### config.mk
export PLATFORM = sky130hd
export DESIGN_NAME = csr_io_unit
export DESIGN_NICKNAME = d
export VERILOG_FILES = /design/src/rtl/csr_io_pkg.sv /design/src/rtl/csr_io_fifo.sv /design/src/rtl/csr_io_unit.sv
export SDC_FILE = /design/constraint.sdc
export NUM_CORES = 1
export LEC_CHECK = 0
export CAP_MARGIN = 5
export CORE_ASPECT_RATIO = 0.9
export CORE_MARGIN = 4
export CORE_UTILIZATION = 56
export DETAILED_ROUTE_END_ITERATION = 6
export HOLD_SLACK_MARGIN = 0.15
export PLACE_DENSITY = 0.81
export SLEW_MARGIN = 20
export SYNTH_ARGS = -nofsm -noshare
export SYNTH_HDL_FRONTEND = slang
export SYNTH_SLANG_ARGS = --single-unit
### constraint.sdc
create_clock -name clk -period 3.46 [get_ports clk]
set_clock_uncertainty 0.2 [all_clocks]
set_input_delay 0.692 -clock clk [delete_from_list [all_inputs] [get_ports clk]]
set_output_delay 0.692 -clock clk [all_outputs]
set_load 0.02 [all_outputs]
### src/rtl/csr_io_pkg.sv
// Shared CSR numbers, access type and request payload for the CSR I/O unit.
package csr_io_pkg;

    localparam int unsigned CSR_NUM_W  = 12;
    localparam int unsigned CSR_DATA_W = 32;

    localparam logic [CSR_NUM_W-1:0] CSR_IN_BASE  = 12'hFC2;
    localparam logic [CSR_NUM_W-1:0] CSR_OUT_BASE = 12'h7C2;
    localparam logic [CSR_NUM_W-1:0] CSR_STATUS   = 12'hFC1;
    localparam logic [CSR_NUM_W-1:0] CSR_CYCLE    = 12'hC00;

    typedef enum logic {
        CSR_READ  = 1'b0,
        CSR_WRITE = 1'b1
    } csr_type_t;

    typedef struct packed {
        logic                  val;
        csr_type_t             kind;
        logic [CSR_NUM_W-1:0]  num;
        logic [CSR_DATA_W-1:0] wdata;
    } csr_req_t;

endpackage

### src/rtl/csr_io_fifo.sv
// Output-channel FIFO: DEPTH entries, head visible the cycle after a push.
module csr_io_fifo #(
    parameter int unsigned W     = 32,
    parameter int unsigned DEPTH = 4
) (
    input  logic         clk,
    input  logic         rst,
    input  logic         push,
    input  logic [W-1:0] push_data,
    input  logic         pop,
    output logic         val,
    output logic [W-1:0] head,
    output logic         full
);

    localparam int unsigned AW = $clog2(DEPTH);
    localparam int unsigned CW = AW + 1;

    logic [W-1:0]  mem [DEPTH];
    logic [AW-1:0] wr_ptr;
    logic [AW-1:0] rd_ptr;
    logic [CW-1:0] count;
    logic          push_en;
    logic          pop_en;

    assign val     = (count != '0);
    assign full    = (count == CW'(DEPTH));
    assign head    = mem[rd_ptr];
    assign pop_en  = pop && val;
    assign push_en = push && (!full || pop_en);

    // Storage and pointers; pointers wrap naturally since DEPTH is a power of two.
    always_ff @(posedge clk or negedge rst) begin
        if (!rst) begin
            wr_ptr <= '0;
            rd_ptr <= '0;
            count  <= '0;
            for (int i = 0; i < int'(DEPTH); i++) begin
                mem[i] <= '0;
            end
        end else begin
            if (push_en) begin
                mem[wr_ptr] <= push_data;
                wr_ptr      <= wr_ptr + 1'b1;
            end
            if (pop_en) begin
                rd_ptr <= rd_ptr + 1'b1;
            end
            case ({push_en, pop_en})
                2'b10:   count <= count + 1'b1;
                2'b01:   count <= count - 1'b1;
                default: count <= count;
            endcase
        end
    end

endmodule

### src/rtl/csr_io_unit.sv
// CSR I/O unit: csrr/csrw access to NCHAN input capture registers and NCHAN output FIFOs.
// Optional cycle counter at CSR 0xC00 enabled by defining CSR_IO_CYCLE_COUNTER_EN.
module csr_io_unit
    import csr_io_pkg::*;
#(
    parameter int unsigned NCHAN = 3,
    parameter int unsigned W     = 32,
    parameter int unsigned DEPTH = 4
) (
    input  logic               clk,
    input  logic               rst,
    input  logic               csr_val,
    input  logic               csr_type,
    input  logic [11:0]        csr_num,
    input  logic [31:0]        csr_wdata,
    output logic [31:0]        csr_rdata,
    output logic               csr_stall,
    input  logic [NCHAN-1:0]   in_val,
    output logic [NCHAN-1:0]   in_rdy,
    input  logic [NCHAN*W-1:0] in_data,
    output logic [NCHAN-1:0]   out_val,
    input  logic [NCHAN-1:0]   out_rdy,
    output logic [NCHAN*W-1:0] out_data
);

    csr_req_t         req;
    logic             is_rd;
    logic             is_wr;
    logic [NCHAN-1:0] rd_in_hit;
    logic [NCHAN-1:0] wr_out_hit;
    logic [NCHAN-1:0] stall_vec;
    logic [NCHAN-1:0] push;
    logic [NCHAN-1:0] fifo_full;
    logic [NCHAN-1:0] fresh;
    logic [W-1:0]     in_reg [NCHAN];
    logic [31:0]      status;

    assign req   = '{val: csr_val, kind: csr_type_t'(csr_type), num: csr_num, wdata: csr_wdata};
    assign is_rd = req.val && (req.kind == CSR_READ);
    assign is_wr = req.val && (req.kind == CSR_WRITE);

    assign csr_stall = |stall_vec;

    for (genvar i = 0; i < int'(NCHAN); i++) begin : g_chan
        assign rd_in_hit[i]  = is_rd && (req.num == CSR_IN_BASE + 12'(i));
        assign wr_out_hit[i] = is_wr && (req.num == CSR_OUT_BASE + 12'(i));
        assign in_rdy[i]     = !fresh[i] || rd_in_hit[i];
        // A full FIFO still accepts the write when its head leaves this cycle.
        assign stall_vec[i]  = wr_out_hit[i] && fifo_full[i] && !out_rdy[i];
        assign push[i]       = wr_out_hit[i] && !csr_stall;

        csr_io_fifo #(
            .W     (W),
            .DEPTH (DEPTH)
        ) u_fifo (
            .clk       (clk),
            .rst       (rst),
            .push      (push[i]),
            .push_data (req.wdata[W-1:0]),
            .pop       (out_rdy[i]),
            .val       (out_val[i]),
            .head      (out_data[i*W +: W]),
            .full      (fifo_full[i])
        );
    end

    // Input capture registers; a same-cycle transfer wins over the read's clear of fresh.
    always_ff @(posedge clk or negedge rst) begin
        if (!rst) begin
            fresh <= '0;
            for (int i = 0; i < int'(NCHAN); i++) begin
                in_reg[i] <= '0;
            end
        end else begin
            for (int i = 0; i < int'(NCHAN); i++) begin
                if (in_val[i] && in_rdy[i]) begin
                    in_reg[i] <= in_data[i*W +: W];
                    fresh[i]  <= 1'b1;
                end else if (rd_in_hit[i]) begin
                    fresh[i]  <= 1'b0;
                end
            end
        end
    end

`ifdef CSR_IO_CYCLE_COUNTER_EN
    logic [31:0] cycle_cnt;

    always_ff @(posedge clk or negedge rst) begin
        if (!rst) begin
            cycle_cnt <= '0;
        end else if (is_wr && (req.num == CSR_CYCLE)) begin
            cycle_cnt <= '0;
        end else begin
            cycle_cnt <= cycle_cnt + 32'd1;
        end
    end
`endif

    // STATUS assembly and read-data mux; unmapped reads return 0.
    always_comb begin
        status    = '0;
        csr_rdata = '0;
        for (int i = 0; i < int'(NCHAN); i++) begin
            status[i]      = fresh[i];
            status[8 + i]  = out_val[i];
            status[16 + i] = fifo_full[i];
        end
        if (is_rd) begin
            if (req.num == CSR_STATUS) begin
                csr_rdata = status;
            end
`ifdef CSR_IO_CYCLE_COUNTER_EN
            if (req.num == CSR_CYCLE) begin
                csr_rdata = cycle_cnt;
            end
`endif
            for (int i = 0; i < int'(NCHAN); i++) begin
                if (rd_in_hit[i]) begin
                    csr_rdata = 32'(in_reg[i]);
                end
            end
        end
    end

endmodule

After elaboration in Yosys (flattened, before gate mapping)
Cells that the tools add are included.

operators by class
  $add $sub $neg = 12
  eq/ne operators = 16
  multiplexer cells = 32
  bitwise logic cells = 7
  reduce and logical (&&, ||, !) cells = 55
  order comparisons = 9

operators by type and width
  kind                    number
  $mux W32                13
  $bwmux W128             3
  $bmux W32 S2            3
  $demux W32 S2           3
  $eq A12 B12 Y1 const B  4
  $eq A12 B11 Y1 const B  3
  $logic_and A1 B1 Y1     29
  $mux W19                1
  $ge A3 B3 Y1 const B    6
  $not A2 Y3              6
  $pmux W3 S2             3
  $add A2 B1 Y2 const B   6
  $reduce_bool A2 Y1      6
  $logic_not A1 Y1        10
  $add A3 B1 Y3 const B   3
  $eq A3 B3 Y1 const B    3
  $lt A3 B1 Y1 const B    3
  $reduce_bool A3 Y1      3
  $sub A3 B1 Y3 const B   3
  $eq A2 B1 Y1 const B    3
  $eq A2 B2 Y1 const B    3
  $logic_or A1 B1 Y1      6
  $mux W1                 6
  $reduce_or A3 Y1        1
  $not A1 Y1              1

storage, ports and cells
  logic and storage cells = 158
  input bits = 150
  output and inout port bits = 135
  register bits = 504

Longest topological paths before layout
  depth after elaboration = 10
  mapped depth = 11
  depth with buffers taken out = 10

Modules after synthesis
From an unflattened synthesis, not the netlist that was laid out.

unflattened totals
  cell total of the unflattened synthesis = 1446
  area total of the unflattened synthesis = 22821.9 µm²

by module, submodules not included
  module       sequential area each (µm²)  area an instance (µm²)  cells each  instances
  csr_io_fifo  3378.2                      6048.3                  363         3
  csr_io_unit  2477.4                      4677.0                  357         1

Worst setup path before layout
Ideal clock, no wire load.

  kind = input-to-output
  start point = input port csr_num[3]
  end point = output port csr_rdata[11]
  data arrival time = 2.308 ns
  buffers on the path = 2
  setup slack = 0.260 ns
  cell stages on the path = 7
  required time = 2.568 ns
  cell sequence = nor3b_2 > nand2_1 > buf_2 > nor3_1 > clkbuf_1 > a221oi_1 > nor2_1

between the ends
  longest elaborated chain between the ends = 6
  elaborated cells between the ends (all ways) = 10
  classes of those cells = eq/ne (3); mux (4); reduce/logical (3)

RTL lines
  item                    RTL line            RTL
  start: declaration      csr_io_unit.sv:14   input logic [11:0] csr_num,
  $eq A12 B12 Y1          csr_io_unit.sv:45   assign rd_in_hit[i] = is_rd && (req.num == CSR_IN_BASE + 12'(i));
  $logic_and A1 B1 Y1     csr_io_unit.sv:45
  $mux W32 (2 in series)  csr_io_unit.sv:119  if (rd_in_hit[i]) begin
  $mux W32 *              csr_io_unit.sv:119
  $mux W32 *              csr_io_unit.sv:109  if (is_rd) begin
  end: declaration        csr_io_unit.sv:16   output logic [31:0] csr_rdata,

Mark *: on every way between the ends. The rest lies on a longest branch, timed or not.

Worst setup path in the final report
  start point = input port csr_num[0]
  end point = output port csr_rdata[17]

between the ends
  longest elaborated chain between the ends = 6
  elaborated cells between the ends (all ways) = 12
  classes of those cells = eq/ne (4); mux (5); reduce/logical (3)

RTL lines
  item                                             RTL line
  $eq A12 B12 Y1 (on tied branches)                csr_io_unit.sv:110, csr_io_unit.sv:45
  $mux W19 or $logic_and A1 B1 Y1 (tied branches)  csr_io_unit.sv:110, csr_io_unit.sv:45
  $mux W32 (2 in series)                           csr_io_unit.sv:119
  $mux W32 *                                       csr_io_unit.sv:119
  $mux W32 *                                       csr_io_unit.sv:109

Marks and branches as above.

==> summary.txt <==
Global routing
  • Grt ovf: 0
  • GRT Overall Usage: 27.0%
  • Vias in the first global route: 15.4k
  • Antenna violations before repair: 10
  • Largest net degree at the start of global routing: 88
  • First-pass GRT wire length: 90.4 mm

Worst setup path
  • Crit-path max FO: 4
  • Worst Path Arrival: 2510 ps
  • CP Capture Type: primary output
  • Req. time, crit path: 2570 ps
  • CP Class: input pin to primary output
  • Setup crit start kind: input pin

Synth
  • Synth top area share: 56.1%
  • Post-Syn Area: 22500 um2
  • Yosys warning total: 0
  • Netlist cell types: 50
  • Post-synth EDFFs: 0
  • Net Count, Synth: 1636
  • Top-count cell post-synth: dfrtp_1
  • Syn_area_per_cell: 15.3 um2
  • Asr flop ratio synth: 100%
  • Post-Synthesis Cells: 1468
  • Yosys top cell by area: dfrtp_1
  • Primary FF master, synth: dfrtp_1
  • Ranking of synthesized cells by area: dfrtp_1 56%, mux2_2 24%, mux4_2 9.6%, clkbuf_1 1.1%, buf_2 0.91%
  • Sequential cell area fraction in the yosys report: 56.1%
  • FF+latch count, synth: 504
  • Leading cell types by count after synthesis: 504 x dfrtp_1, 472 x mux2_2, 96 x mux4_2, 67 x clkbuf_1, 41 x buf_2

STA
  • Tcrit/Tclk final: 98.2%
  • Setup TNS Final: 0 ps
  • Worst-margin pin slew: 715 ps
  • Minimum clock period: 3400 ps
  • Hold Vio Cnt, Final: 0
  • Hold WS: 286 ps
  • Slew Limit Fails: 0
  • Max transition margin: 52.3%
  • Final setup fails: 0
  • Fmax: 0.294 GHz

Flow run
  • Maxcap violations: 0

Clocking
  • Longest Clk Path Bufs: 3
  • Root Driver: clkbuf_16
  • Clock slew at reported path FFs: 60 ps
  • Clk sink count: 504
  • CTS tree: done
  • Latest clock arrival within the worst-skew pair: 570 ps
  • Clock buffer count from CTS: 50
  • H-tree depth: 2

Routing
  • Via-to-Cell Ratio: 5.99
  • Initial DRC count: 979
  • Pre-antenna DRT Iters: 4
  • Residual DRC: 0
  • Vias: 14.2k
  • Final wirelength: 59.1 mm
  • Wire per inst: 24.9 um
  • ANT nets after route: 0

Floorplan
  • I/O Pins: 285
  • Height of the chip: 198 um
  • Die width: 219 um
  • Die ar.: 43400 um2
  • Starting Density: 56.8%
  • FP Rows: 69
  • CORE AREA: 39500 um2

Power
  • VDD IR max: 0.434 mV
  • Total power draw: 14100 uW
  • Leakage: 0.0136 uW
  • Pwr/cell area: 493 nW/um2

Cells and area
  • Final #Nets: 1963
  • Layout cells sized above 1: 46.4%
  • Area growth, synth to finish: 27.6%
  • Final Instance Area: 28700 um2
  • Max reg flops: 384

Placed design
  • Input/output buffers: 284
  • Post-placement cell area: 26700 um2
  • Post-DP HPWL: 39.8 mm
  • GPL Wtd Cong: 0.944

Run status
  • Status: finished, final reports clean

Hold path
  • HP Class: flip-flop to flip-flop
-- path summary, 6_finish.rpt --
kind	start	to	slack [ps]	cells past startpoint
min reg2reg	g_chan[0].u_fifo.mem[104]	g_chan[0].u_fifo.mem[104]	290	1
max reg2reg	g_chan[1].u_fifo.count[0]	g_chan[1].u_fifo.count[2]	740	10
min in group asynchronous	rst	g_chan[2].u_fifo.mem[99]	590	2
max	csr_num[0]	csr_rdata[17]	60	9
max in group asynchronous	rst	g_chan[1].u_fifo.mem[104]	1640	3
min	g_chan[0].u_fifo.mem[104]	g_chan[0].u_fifo.mem[104]	290	1
-- cells in the final DEF (no fill, tap or decap), types with 10 or more instances in the layout --
cell	n
mux4_2	96
nand2_1	15
clkbuf_8	16
buf_4	81
ha_1	15
mux2_2	472
dfrtp_1	498
o21ai_1	19
inv_1	18
buf_12	38
a221oi_1	23
clkbuf_16	52
clkdlybuf4s50_1	233
a21oi_1	15
buf_2	13
nand2_2	10
nor2_1	30
-- cell families after synthesis --
family | after synthesis | synth area share, %
mux | 579 | 33.8
xor+xnor | 18 | 0.701
simple gates | 107 | 2.53
fa+ha+maj | 18 | 1.10
buf+inv | 145 | 2.80
compound gates | 97 | 2.94
flops | 504 | 56.1
-- power by group --
part	switching, uW	internal [uW]
logic	1100	1080
clock network	2280	3230
registers	307	6130
-- per-stage QoR --
step	setup WS [ps]	instances	utilization (%)
after floorplan	260	1468	-
after global placement	-433	2256	67.4
after detailed placement	-509	2256	67.4
after CTS	-2.69	2355	72.0
after global routing	-6.54	2366	72.5
final	61.7	2370	72.6
-- cell type report --
cell class,count,area (um2)
Antenna cell,4,10.0
Clock buffer,74,1500
Clock inverter,17,189
Fill cell,2542,10900
Inverter,19,71.3
Multi-Input combinational cell,819,9430
Sequential cell,504,12600
Tap cell,532,666
Timing Repair Buffer,401,4200
-- what timing repair did --
item	CTS	global route
pin swaps	9	13
buffers inserted	6	9
gates cloned	1	2
hold buffers	1	0
hold endpoints to repair	76	0
resized for setup	149	28
endpoints found under the setup margin	51	34
-- layer usage --
layer	routed length, um	up-vias	global-route usage [%]
li1	-	6058	-
met1	24200	7542	36.8
met2	29100	457	44.5
met3	4210	124	7.09
met4	1450	16	6.04
met5	101	-	0
-- worst max-delay path: stages --
cell,delay (ps)
dlygate4sd2_1,290
buf_4,170
nand2b_2,240
buf_4,190
nor3_2,200
a41oi_1,70
o32a_1,350
nor2_1,120
buf_4,180
No activity file was read; power rests on OpenSTA's default activity.
